`config.mk`:
```
export PLATFORM = sky130hd
export DESIGN_NAME = junction_cycle_sequencer
export DESIGN_NICKNAME = d
export VERILOG_FILES = /design/src/rtl/junction_cycle_sequencer.sv
export SDC_FILE = /design/constraint.sdc
export NUM_CORES = 1
export LEC_CHECK = 0
export ABC_CLOCK_PERIOD_IN_PS = 2690
export CAP_MARGIN = 5
export CORE_UTILIZATION = 48
export DETAILED_ROUTE_END_ITERATION = 12
export GPL_ROUTABILITY_DRIVEN = 1
export PLACE_DENSITY_LB_ADDON = 0.1
export RECOVER_POWER = 100
export SKIP_LAST_GASP = 1
export SYNTH_ARGS = -nofsm -noshare
export SYNTH_HDL_FRONTEND = slang
export SYNTH_SLANG_ARGS = --single-unit
```
`constraint.sdc`:
```
create_clock -name clk -period 2.69 [get_ports clk]
set_input_delay 0.4035 -clock clk [delete_from_list [all_inputs] [get_ports clk]]
set_output_delay 0.4035 -clock clk [all_outputs]
set_load 0.05 [all_outputs]
```
`src/rtl/junction_cycle_sequencer.sv`:
```
// Cycle sequencer for one junction: steps cycle_index through fo*p/z cycles per
// sample for a latched sample count, honours stall, and emits a pipeline-aligned valid/last stream.
module junction_cycle_sequencer #(
  parameter  int p   = 16,
  parameter  int z   = 8,
  parameter  int fo  = 2,
  parameter  int L   = 2,
  localparam int CPC = fo * p / z,
  localparam int CW  = $clog2(CPC)
) (
  input  logic          clk,
  input  logic          reset,
  input  logic          start,
  input  logic [15:0]   num_inputs,
  input  logic          stall,
  output logic [CW-1:0] cycle_index,
  output logic          cycle_valid,
  output logic          first_cycle,
  output logic          last_cycle,
  output logic [15:0]   sample_count,
  output logic          data_valid,
  output logic          data_last,
  output logic          busy,
  output logic          done
);

  localparam int DW = (L > 1) ? $clog2(L) : 1;

  typedef enum logic [1:0] {
    IDLE  = 2'd0,
    RUN   = 2'd1,
    DRAIN = 2'd2,
    DONE  = 2'd3
  } state_t;

  state_t        state, state_next;
  logic [CW-1:0] cycle_index_next;
  logic [15:0]   sample_count_next;
  logic [15:0]   num_latched, num_latched_next;
  logic [DW-1:0] drain_cnt, drain_cnt_next;
  logic [L-1:0]  valid_pipe, last_pipe;
  logic          at_last_index, final_sample, final_last;

  assign at_last_index = (cycle_index == CW'(CPC - 1));
  assign final_sample  = (sample_count == num_latched - 16'd1);

  // Stall gates the live strobes in the same cycle it is seen.
  assign cycle_valid = (state == RUN) && !stall;
  assign first_cycle = cycle_valid && (cycle_index == '0);
  assign last_cycle  = cycle_valid && at_last_index;
  assign final_last  = last_cycle && final_sample;
  assign busy        = (state != IDLE);
  assign done        = (state == DONE);
  assign data_valid  = valid_pipe[L-1];
  assign data_last   = last_pipe[L-1];

  // NOTE: every variable gets a default before the case so no latch is inferred.
  always_comb begin
    state_next        = state;
    cycle_index_next  = cycle_index;
    sample_count_next = sample_count;
    num_latched_next  = num_latched;
    drain_cnt_next    = drain_cnt;
    unique case (state)
      IDLE: begin
        if (start) begin
          num_latched_next  = num_inputs;
          cycle_index_next  = '0;
          sample_count_next = '0;
          state_next        = (num_inputs == 16'd0) ? DONE : RUN;
        end
      end
      RUN: begin
        if (!stall) begin
          if (at_last_index && final_sample) begin
            drain_cnt_next = DW'(L - 1);
            state_next     = DRAIN;
          end else begin
            cycle_index_next = cycle_index + CW'(1);
            if (at_last_index) sample_count_next = sample_count + 16'd1;
          end
        end
      end
      DRAIN: begin
        if (drain_cnt == '0) state_next = DONE;
        else                 drain_cnt_next = drain_cnt - DW'(1);
      end
      DONE:    state_next = IDLE;
      default: state_next = IDLE;
    endcase
  end

  // NOTE: sequential state uses non-blocking assignments only.
  always_ff @(posedge clk) begin
    if (reset) begin
      state        <= IDLE;
      cycle_index  <= '0;
      sample_count <= '0;
      num_latched  <= '0;
      drain_cnt    <= '0;
    end else begin
      state        <= state_next;
      cycle_index  <= cycle_index_next;
      sample_count <= sample_count_next;
      num_latched  <= num_latched_next;
      drain_cnt    <= drain_cnt_next;
    end
  end

  // Models the datapath already in flight, so it keeps shifting through stalls.
  always_ff @(posedge clk) begin
    if (reset) begin
      valid_pipe <= '0;
      last_pipe  <= '0;
    end else begin
      valid_pipe[0] <= cycle_valid;
      last_pipe[0]  <= final_last;
      for (int i = 1; i < L; i++) begin
        valid_pipe[i] <= valid_pipe[i-1];
        last_pipe[i]  <= last_pipe[i-1];
      end
    end
  end

endmodule

```
# --- Word-level counts from Yosys, hierarchy flattened ---
# Index checks and enable logic that the tools add are counted.
op_classes:
  add_sub_neg: 4
  n_eq_ne: 11
  n_reduce_logical: 17
  muxes: 19
ops:
  columns: ["cell", "n"]
  rows:
  - ["$mux W16", 4]
  - ["$pmux W16 S2", 1]
  - ["$add A16 B1 Y16 const B", 1]
  - ["$eq A16 B16 Y1", 1]
  - ["$logic_not A16 Y1", 1]
  - ["$mux W2", 8]
  - ["$sub A16 B1 Y16 const B", 1]
  - ["$ne A2 B2 Y1 const B", 5]
  - ["$pmux W2 S4", 1]
  - ["$reduce_and A4 Y1", 2]
  - ["$eq A2 B2 Y1 const B", 3]
  - ["$reduce_bool A2 Y1", 3]
  - ["$logic_and A1 B1 Y1", 5]
  - ["$reduce_and A5 Y1", 1]
  - ["$logic_not A2 Y1", 2]
  - ["$pmux W2 S2", 1]
  - ["$mux W1", 3]
  - ["$reduce_and A3 Y1", 1]
  - ["$add A2 B1 Y2 const B", 1]
  - ["$eq A2 B1 Y1 const B", 1]
  - ["$ne A2 B1 Y1 const B", 1]
  - ["$pmux W1 S2", 1]
  - ["$reduce_and A2 Y1", 1]
  - ["$logic_not A1 Y1", 1]
  - ["$sub A1 B1 Y1 const B", 1]
word_totals:
  inputBits: 20
  ff_bits: 41
  out_inout_bits: 25
  word_cells: 58

# --- Depth between registers and ports, before layout ---
# Gate-level depths: netlist of the first run.
logic_depth:
  ltp_word: 6
  depth_mapped: 12
  mapped_depth_nobuf: 10

# --- Worst setup path before layout of the first run ---
# OpenSTA, ideal clock, no wires.
synth_path:
  path_kind: "reg-to-reg"
  startpoint: "register num_latched[2]"
  endpoint: "register sample_count[14]"
  setup_ps: 70
  path_stages_with_launch: 11
  required_time_ps: 2620
  arrival_time_ps: 2479
  slack_ps: 141
  path_cell_list: "dfxtp_1 -> buf_2 -> or4_1 -> buf_2 -> or4_4 -> o211ai_2 -> nor4_1 -> nand4_2 -> nand2_4 -> or4_1 -> a21oi_1"
synth_via:
  elab_chain_cells: 5
synth_rtl:
  columns: ["item", "line_no", "rtl"]
  rows:
  - ["start: declaration", "39", "logic [15:0] num_latched, num_latched_next;"]
  - ["start signal: assignment", "105", "num_latched <= num_latched_next;"]
  - ["$sub A16 B1 Y16", "45", "assign final_sample = (sample_count == num_latched - 16'd1);"]
  - ["$eq A16 B16 Y1", "45", null]
  - ["$logic_and A1 B1 Y1", "75", "if (at_last_index && final_sample) begin"]
  - ["$ne A2 B2 Y1 (no line)", null, null]
  - ["$reduce_and A5 Y1 (no line)", null, null]
  - ["end signal: assignment", "104", "sample_count <= sample_count_next;"]
  - ["end: declaration", "20", "output logic [15:0] sample_count,"]
# No other way between the ends.
# A chain may end at the register's enable or synchronous reset.

# --- Final worst setup path of the first run ---
layout_path:
  startpoint: "register num_latched[5]"
  endpoint: "register sample_count[4]"
# The elaborated chain is that of the path after synthesis.

==> results_tabular.tex, run 1 <==
\begin{tabular}{lr}
\hline
Metric & Value \\
\hline
\multicolumn{2}{l}{\textbf{Timing}} \\
Worst-case headroom to the max-slew limit & 27.6\% \\
Unrepaired setup endpoints after global routing & true \\
Worst Max-Slew Pin Slew & 1.09 ns \\
Final-report hold violation count & 0 \\
Fmax & 384 MHz \\
Post-route setup TNS & 0 ns \\
Clock skew after layout & 0.00736 ns \\
Number of setup violations in the final report & 0 \\
Count of final max-slew check failures & 0 \\
Period utilisation layout & 96.8\% \\
Time the worst path needs with I/O delays and setup & 2.60 ns \\
\multicolumn{2}{l}{\textbf{Critical path}} \\
Worst Reg2Reg Path Length in Cells & 9 \\
Critical Path Slowest Stage Cell & sky130\_fd\_sc\_hd\_\_or4\_4 \\
Critical path start-end classification & flop to flop \\
Endpoint of the worst register-to-register path & sample\_count[4] \\
Longest individual stage delay on the worst path & 0.58 ns \\
Required time at the endpoint of the critical path & 2.93 ns \\
Most prevalent standard cell on the critical path & sky130\_fd\_sc\_hd\_\_or4\_4 \\
R2R setup slack & 0.09 ns \\
Startpoint types & flop \\
Worst EP arrival & 2.85 ns \\
Critical Path Fanout Max & 7 \\
Sort of element at the end of the critical path & flop \\
Start of the worst register-to-register path & num\_latched[5] \\
CP Cell Sequence & or4\_4 > or4\_4 > o211ai\_2 > nor4\_4 > nand4\_4 > nand2\_4 > buf\_4 > or4\_1 > nand2\_1 \\
\multicolumn{2}{l}{\textbf{Floorplanning}} \\
Initial standard-cell utilization of the core & 49.6\% \\
\# rows & 26 \\
Core area & 5110 sq um \\
Top Ports & 45 \\
Die extent in x & 74.7 um \\
Area enclosed by the die boundary & 5580 sq um \\
Vertical extent of the die & 74.7 um \\
\multicolumn{2}{l}{\textbf{Yosys}} \\
Post-Syn Nets & 352 \\
Leading area contributor after synthesis & sky130\_fd\_sc\_hd\_\_dfxtp\_1 \\
Share of the yosys chip area belonging to registers & 32.4\% \\
Synth unique cells & 54 \\
Post-Syn Instances & 324 \\
Number of warnings issued by yosys & 0 \\
Mapped Area & 2530 sq um \\
Leading cell types by total area after synthesis & sky130\_fd\_sc\_hd\_\_dfxtp\_1 32\%, sky130\_fd\_sc\_hd\_\_nand2\_1 7.0\%, sky130\_fd\_sc\_hd\_\_a21oi\_1 6.5\% \\
Register bit total from synthesis & 41 \\
Share of Yosys cell area claimed by the top area cell type & 32.4\% \\
Syn avg cell area & 7.82 sq um \\
\multicolumn{2}{l}{\textbf{Finish}} \\
Ratio of cells with drive above 1 in the final layout & 16.6\% \\
Diodes inserted & 0 \\
Syn-to-layout area delta & 30.6\% \\
Final net count & 406 \\
Utilization after layout & 64.8\% \\
Fill cells & 463 \\
\multicolumn{2}{l}{\textbf{Job}} \\
Max-Cap Viols & 0 \\
\multicolumn{2}{l}{\textbf{Drt}} \\
Remaining design rule violation count & 0 \\
Detail-routed via count per cell & 5.52 \\
Number of iterations in the first detailed-routing pass & 4 \\
Remaining antenna violation count after routing & 0 \\
Vias & 2,478 \\
Total Wirelength & 6.50 mm \\
Routed length per placed instance & 14.5 um \\
Drt initial violations & 147 \\
\multicolumn{2}{l}{\textbf{Power}} \\
Leakage power summed over all cells & 1.30 nW \\
IR drop worst, VDD & 0.000630 V \\
Power density over cell area & 816 nW/um\^{}2 \\
Sum of internal, switching and leakage power & 2.70 mW \\
\multicolumn{2}{l}{\textbf{Clocking}} \\
Number of buffers on the longest clock path & 2 \\
Clk sink count & 41 \\
Clock latency on the worst-skew pair & 0.30 ns \\
TritonCTS clock tree & yes \\
Clock input transition at the sequential cells of the worst setup and hold paths & 0.08 ns \\
Total clock buffers created by CTS & 5 \\
Level count of the clock H-tree & 2 \\
Root buffer selected by CTS & sky130\_fd\_sc\_hd\_\_clkbuf\_8 \\
\multicolumn{2}{l}{\textbf{GRT}} \\
Via count of the first global-routing pass & 2,206 \\
First-pass GRT wire length & 10.4 mm \\
Initial antenna violation count & 0 \\
Pin count of the biggest net entering global routing & 27 \\
Global Route Usage Sum & 24.3\% \\
Total grt overflow & 0 \\
\multicolumn{2}{l}{\textbf{Place}} \\
Port Buffer Count & 44 \\
DPL Wire Length & 4.83 mm \\
Gp weighted congestion & 0.900 \\
\multicolumn{2}{l}{\textbf{Worst hold path}} \\
Worst Min Path Start & last\_pipe[0] \\
Cell depth of the worst min-delay path & 1 \\
Min-Delay Endpoint & last\_pipe[1] \\
Hold WC Path Type & flop to flop \\
\multicolumn{2}{l}{\textbf{Status}} \\
Run status & complete, no violations \\
\hline
\end{tabular}
-- per-stage QoR --
stage          worst slack [ns]  cells  hold WS (ns)  area (sq um)
3_5_place_dp            -0.0418    437         0.427          3100
6_report                 0.0873    449         0.457          3310
4_1_cts                 -0.0109    446         0.459          3210
3_3_place_gp            -0.0278    437         0.439          3100
5_1_grt                -0.00752    449         0.464          3310
2_1_floorplan             0.141    324         0.414          2530
-- flip-flops by register name, indices dropped and copies added (netlist names) --
signal and cells:
num_latched 16, sample_count 16, cycle_index 2, last_pipe 2, state 2, valid_pipe 2, drain_cnt 1
-- Yosys cell counts, drive strengths merged --
cell type,number
o2111a,1
buf,5
a211oi,2
a31oi,2
and2,3
o21ba,1
dfxtp,41
nor2,21
a21oi,33
or4b,1
nor4,13
or4,9
o31ai,3
xor2,6
nand3b,1
and3,2
mux2i,4
nand2b,7
nor2b,2
ha,8
o21a,1
nand2,48
a32oi,2
o221a,1
or3,8
a211o,1
nor3,8
a21boi,1
xnor2,15
nand3,6
o211a,1
o211ai,5
inv,16
xnor3,1
and3b,2
clkbuf,16
or2,1
o31a,1
o22ai,1
nor3b,2
o21ai,9
nand4,10
or3b,1
a221oi,1
a311oi,1
-- cell families (layout without fill, tap and decap cells) --
| logic type | after synthesis | count (layout) | synth area share [%] |
|---|---|---|---|
| AOI/OAI and AO/OA | 67 | 67 | 17.1 |
| adders and majority gates | 8 | 8 | 3.95 |
| DFF | 41 | 41 | 32.4 |
| muxes | 4 | 4 | 1.58 |
| buffers and inverters | 37 | 91 | 6.37 |
| xor gates and xnor gates | 22 | 22 | 8.14 |
| and+or+nand+nor | 145 | 146 | 30.5 |
-- per-layer routing --
metal	vias up	global-route usage, %	routed length (um)
met4	0	6.08	65
met3	6	4.42	257
met2	64	39.7	3090
li1	1256	-	-
met5	-	0	0
met1	1152	33.1	3090
-- worst max-delay path by stage --
| stage | from | end | slack, ns | depth (start not counted) |
|---|---|---|---|---|
| after CTS | num_latched[1] | sample_count[14] | -0.01 | 10 |
| after detailed placement | num_latched[1] | sample_count[14] | -0.04 | 10 |
| after global routing | num_latched[1] | state[0] | -0.008 | 11 |
| after global placement | num_latched[0] | sample_count[1] | -0.03 | 11 |
| final | num_latched[5] | sample_count[4] | 0.09 | 9 |
| after floorplan | num_latched[2] | sample_count[14] | 0.14 | 10 |
-- cells in the final DEF (no fill, tap or decap), drive strengths merged, types with 3 or more instances in the layout --
cell and count:
clkdlybuf4s50 21, or3 8, nor2 21, o211ai 5, o31ai 3, clkbuf 8, mux2i 4, nand4 10
dfxtp 41, dlygate4sd3 20, xnor2 15, buf 24, nor4 13, and2 3, nor3 8, or4 9
nand2b 7, o21ai 9, ha 8, nand2 49, inv 16, xor2 6, nand3 6, a21oi 33
-- power breakdown --
group | switching, mW | leakage (nW) | internal (mW) | total (mW)
Sequential | 0.0843 | 0.334 | 0.680 | 0.765
Combinational | 0.908 | 0.917 | 0.634 | 1.54
Clock | 0.215 | 0.0450 | 0.180 | 0.395
Total | 1.21 | 1.30 | 1.49 | 2.70
-- cell type report --
type	count	area, sq um	area share [%]
Timing Repair Buffer	67	598	18.1
Tap cell	70	87.6	2.65
Sequential cell	41	823	24.9
Inverter	16	60.1	1.81
Clock inverter	2	10.0	0.302
Clock buffer	6	72.6	2.19
Multi-Input combinational cell	247	1660	50.1
-- critical path, delay by kind of cell, from the launching register on --
| family | cells | cell delay, ns |
|---|---|---|
| buf+inv | 1 | 0.15 |
| simple gates | 7 | 1.97 |
| flops | 1 | 0.31 |
| compound gates | 1 | 0.12 |
-- what timing repair did --
item                                    CTS  global route
hold buffers                              0             0
pin swaps                                 2             3
resized for setup                         2            21
endpoints found under the setup margin   14            21
gates cloned                              0             1
setup buffers                             1             2
No activity file was read; power rests on OpenSTA's default activity.
==> inputs of run 2 (changes only) <==
- PLACE_DENSITY: unset -> 0.77
- PLACE_DENSITY_LB_ADDON: 0.1 -> unset
==> run 2 against run 1 <==
  * The flow now finishes with violations (setup timing)
  * Highest routed layer unchanged
  * Critical endpoint is now sample_count[5]
  * Sequential power rose by 1%
  * Via count rose by 10%
  * Die area did not move
  * Total power rose by 14%
  * Fmax fell by 4.9%
  * Setup slack got worse by 0.14 ns
  * First-iteration DRC count rose by 53%
  * Utilization rose by 3.5 points
  * Flip-flop and latch count did not move
==> results_tabular.tex, run 2 (synthesized netlist as in run 1, its figures left out) <==
\begin{tabular}{lr}
\hline
Metric & Value \\
\hline
\multicolumn{2}{l}{\textbf{Finish}} \\
Registers with the most flip-flops & num\_latched (16), sample\_count (16) \\
Ratio of cells with drive above 1 in the final layout & 21.2\% (+4.6 points) \\
Most used cells in the layout excluding fill and tap cells & 47 x sky130\_fd\_sc\_hd\_\_nand2\_1, 37 x sky130\_fd\_sc\_hd\_\_dfxtp\_1, 29 x sky130\_fd\_sc\_hd\_\_buf\_4 \\
Final cell area excluding filler cells & 3490 sq um (+5.3\%) \\
Post-route insts no fill & 457 (+1.8\%) \\
Final net count & 414 (+2.0\%) \\
Leading cell type in the layout, fill and taps excluded & sky130\_fd\_sc\_hd\_\_nand2\_1 \\
Diodes inserted & 0 (unchanged) \\
Syn-to-layout area delta & 37.6\% \\
\multicolumn{2}{l}{\textbf{Power}} \\
Power density over cell area & 882 nW/um\^{}2 (+8.1\%) \\
IR drop worst, VDD & 0.000479 V (-24\%) \\
Leakage power summed over all cells & 1.36 nW (+4.7\%) \\
\multicolumn{2}{l}{\textbf{Timing}} \\
Time the worst path needs with I/O delays and setup & 2.74 ns (+0.135 ns) \\
Worst Max-Slew Pin Slew & 0.843 ns (-0.243 ns) \\
Count of final max-slew check failures & 0 (unchanged) \\
Fmax & 365 MHz (-4.9\%) \\
Worst path setup slack after routing & -0.0479 ns (-0.135 ns) \\
Final-report hold violation count & 0 (unchanged) \\
Clock skew after layout & 0.00237 ns (-0.00499 ns) \\
Number of setup violations in the final report & 10 (+10) \\
Period utilisation layout & 102\% (+5.0 points) \\
Post-route setup TNS & -0.212 ns (-0.212 ns) \\
Unrepaired setup endpoints after global routing & true \\
Worst-case headroom to the max-slew limit & 43.8\% (+16 points) \\
\multicolumn{2}{l}{\textbf{Critical path}} \\
Worst EP arrival & 2.97 ns (+0.12 ns) \\
Longest individual stage delay on the worst path & 0.41 ns (-0.17 ns) \\
CP Cell Sequence & inv\_1 > ha\_4 > or3b\_4 > nor4\_1 > a32oi\_1 > a211oi\_1 > nand4\_2 > nand2\_2 > buf\_4 > buf\_4 > o21ai\_1 > a21oi\_1 \\
R2R setup slack & -0.05 ns (-0.14 ns) \\
Required time at the endpoint of the critical path & 2.92 ns (about the same) \\
Sort of element at the end of the critical path & flop \\
Startpoint types & flop \\
Worst Reg2Reg Path Length in Cells & 12 (+3) \\
Endpoint of the worst register-to-register path & sample\_count[5] \\
Most prevalent standard cell on the critical path & sky130\_fd\_sc\_hd\_\_buf\_4 \\
Start of the worst register-to-register path & num\_latched[1] \\
Critical Path Fanout Max & 6 (-1) \\
Critical path start-end classification & flop to flop \\
Critical Path Slowest Stage Cell & sky130\_fd\_sc\_hd\_\_or3b\_4 \\
\multicolumn{2}{l}{\textbf{GRT}} \\
Initial antenna violation count & 0 (unchanged) \\
Pin count of the biggest net entering global routing & 27 (unchanged) \\
Global Route Usage Sum & 25.0\% (+0.73 points) \\
First-pass GRT wire length & 10.8 mm (+4.0\%) \\
Via count of the first global-routing pass & 2,392 (+8.4\%) \\
Total grt overflow & 0 (unchanged) \\
\multicolumn{2}{l}{\textbf{Clocking}} \\
Root buffer selected by CTS & sky130\_fd\_sc\_hd\_\_clkbuf\_8 \\
Clk sink count & 41 (unchanged) \\
TritonCTS clock tree & yes \\
Total clock buffers created by CTS & 5 (unchanged) \\
Level count of the clock H-tree & 2 (unchanged) \\
Clock input transition at the sequential cells of the worst setup and hold paths & 0.08 ns (about the same) \\
Clock latency on the worst-skew pair & 0.29 ns (about the same) \\
Number of buffers on the longest clock path & 2 (unchanged) \\
\multicolumn{2}{l}{\textbf{Drt}} \\
Routed length per placed instance & 16.3 um (+12\%) \\
Total Wirelength & 7.45 mm (+15\%) \\
Remaining antenna violation count after routing & 0 (unchanged) \\
Remaining design rule violation count & 0 (unchanged) \\
Vias & 2,732 (+10\%) \\
Number of iterations in the first detailed-routing pass & 6 (+2) \\
Drt initial violations & 225 (+53\%) \\
Detail-routed via count per cell & 5.98 (+8.3\%) \\
\multicolumn{2}{l}{\textbf{Floorplanning}} \\
Initial standard-cell utilization of the core & 49.6\% (unchanged) \\
Die extent in x & 74.7 um (unchanged) \\
Vertical extent of the die & 74.7 um (unchanged) \\
Area enclosed by the die boundary & 5580 sq um (unchanged) \\
Top Ports & 45 (unchanged) \\
\# rows & 26 (unchanged) \\
Core area & 5110 sq um (unchanged) \\
\multicolumn{2}{l}{\textbf{Worst hold path}} \\
Worst Min Path Start & valid\_pipe[0] \\
Hold WC Path Type & flop to flop \\
Min-Delay Endpoint & valid\_pipe[1] \\
Cell depth of the worst min-delay path & 1 (unchanged) \\
\multicolumn{2}{l}{\textbf{Status}} \\
Run status & complete, but fails checks \\
Violated checks & setup timing \\
\multicolumn{2}{l}{\textbf{Place}} \\
Dpl cells & 434 (-0.69\%) \\
Gp weighted congestion & 0.893 (-0.73\%) \\
Instance area at placement & 3080 sq um (-0.73\%) \\
DPL Wire Length & 4.73 mm (-2.0\%) \\
Port Buffer Count & 44 (unchanged) \\
\multicolumn{2}{l}{\textbf{Job}} \\
Max-Cap Viols & 0 (unchanged) \\
\hline
\end{tabular}
## run 2: stage by stage
| step | util [%] | hold WS (ns) | total power [mW] | setup slack [ns] |
|---|---|---|---|---|
| final | 68.3 | 0.442 | 3.08 | -0.0479 |
| after global routing | 68.3 | 0.464 | 3.23 | -0.128 |
| after CTS | 63.5 | 0.446 | 2.68 | 0.00432 |
| after detailed placement | 60.3 | 0.427 | 2.11 | -0.00853 |
| after global placement | 60.3 | 0.417 | 2.09 | 0.0562 |
| after floorplan | - | 0.414 | 1.77 | 0.141 |
## run 2: report_power, final
group / leakage [nW] / total [mW] / internal, mW / switching (mW)
registers: 0.335 / 0.773 / 0.682 / 0.0915
logic: 0.966 / 1.81 / 0.790 / 1.02
clock network: 0.0554 / 0.493 / 0.278 / 0.214
## run 2: worst max-delay path, delay by kind of cell (launching register included)
family          cells  cell delay, ns
simple gates        4            1.16
buf+inv             3            0.31
compound gates      4            0.68
flops               1            0.36
fa+ha+maj           1            0.14
## run 2: timing repair
item | 4_1_cts | 5_1_grt
endpoints found under the setup margin | 12 | 21
hold buffers | 0 | 0
pin swaps | 3 | 20
gates resized for setup | 1 | 40
buffers inserted | 6 | 8
cloned | 0 | 1
## run 2: how the worst max path moves through the flow
stage	cells past startpoint	end	from	slack [ns]
CTS	11	sample_count[7]	num_latched[1]	0.004
global route	11	state[0]	num_latched[0]	-0.13
floorplan	10	sample_count[14]	num_latched[2]	0.14
global placement	8	sample_count[14]	num_latched[1]	0.06
detailed placement	10	state[1]	num_latched[1]	-0.009
finish	12	sample_count[5]	num_latched[1]	-0.05
## run 2: area by class of cell
cell class / instances / area (sq um)
Multi-Input combinational cell: 247 / 1720
Fill cell: 421 / 1620
Sequential cell: 41 / 828
Timing Repair Buffer: 75 / 677
Tap cell: 70 / 87.6
Clock buffer: 6 / 72.6
Inverter: 16 / 60.1
Clock inverter: 2 / 38.8
## run 2: per-layer routing
layer	vias up	track usage [%]	share of wire, %
li1	1268	-	-
met5	-	0	0
met4	0	9.64	2.7
met1	1313	32.0	42
met3	26	4.55	5.8
met2	125	41.8	49
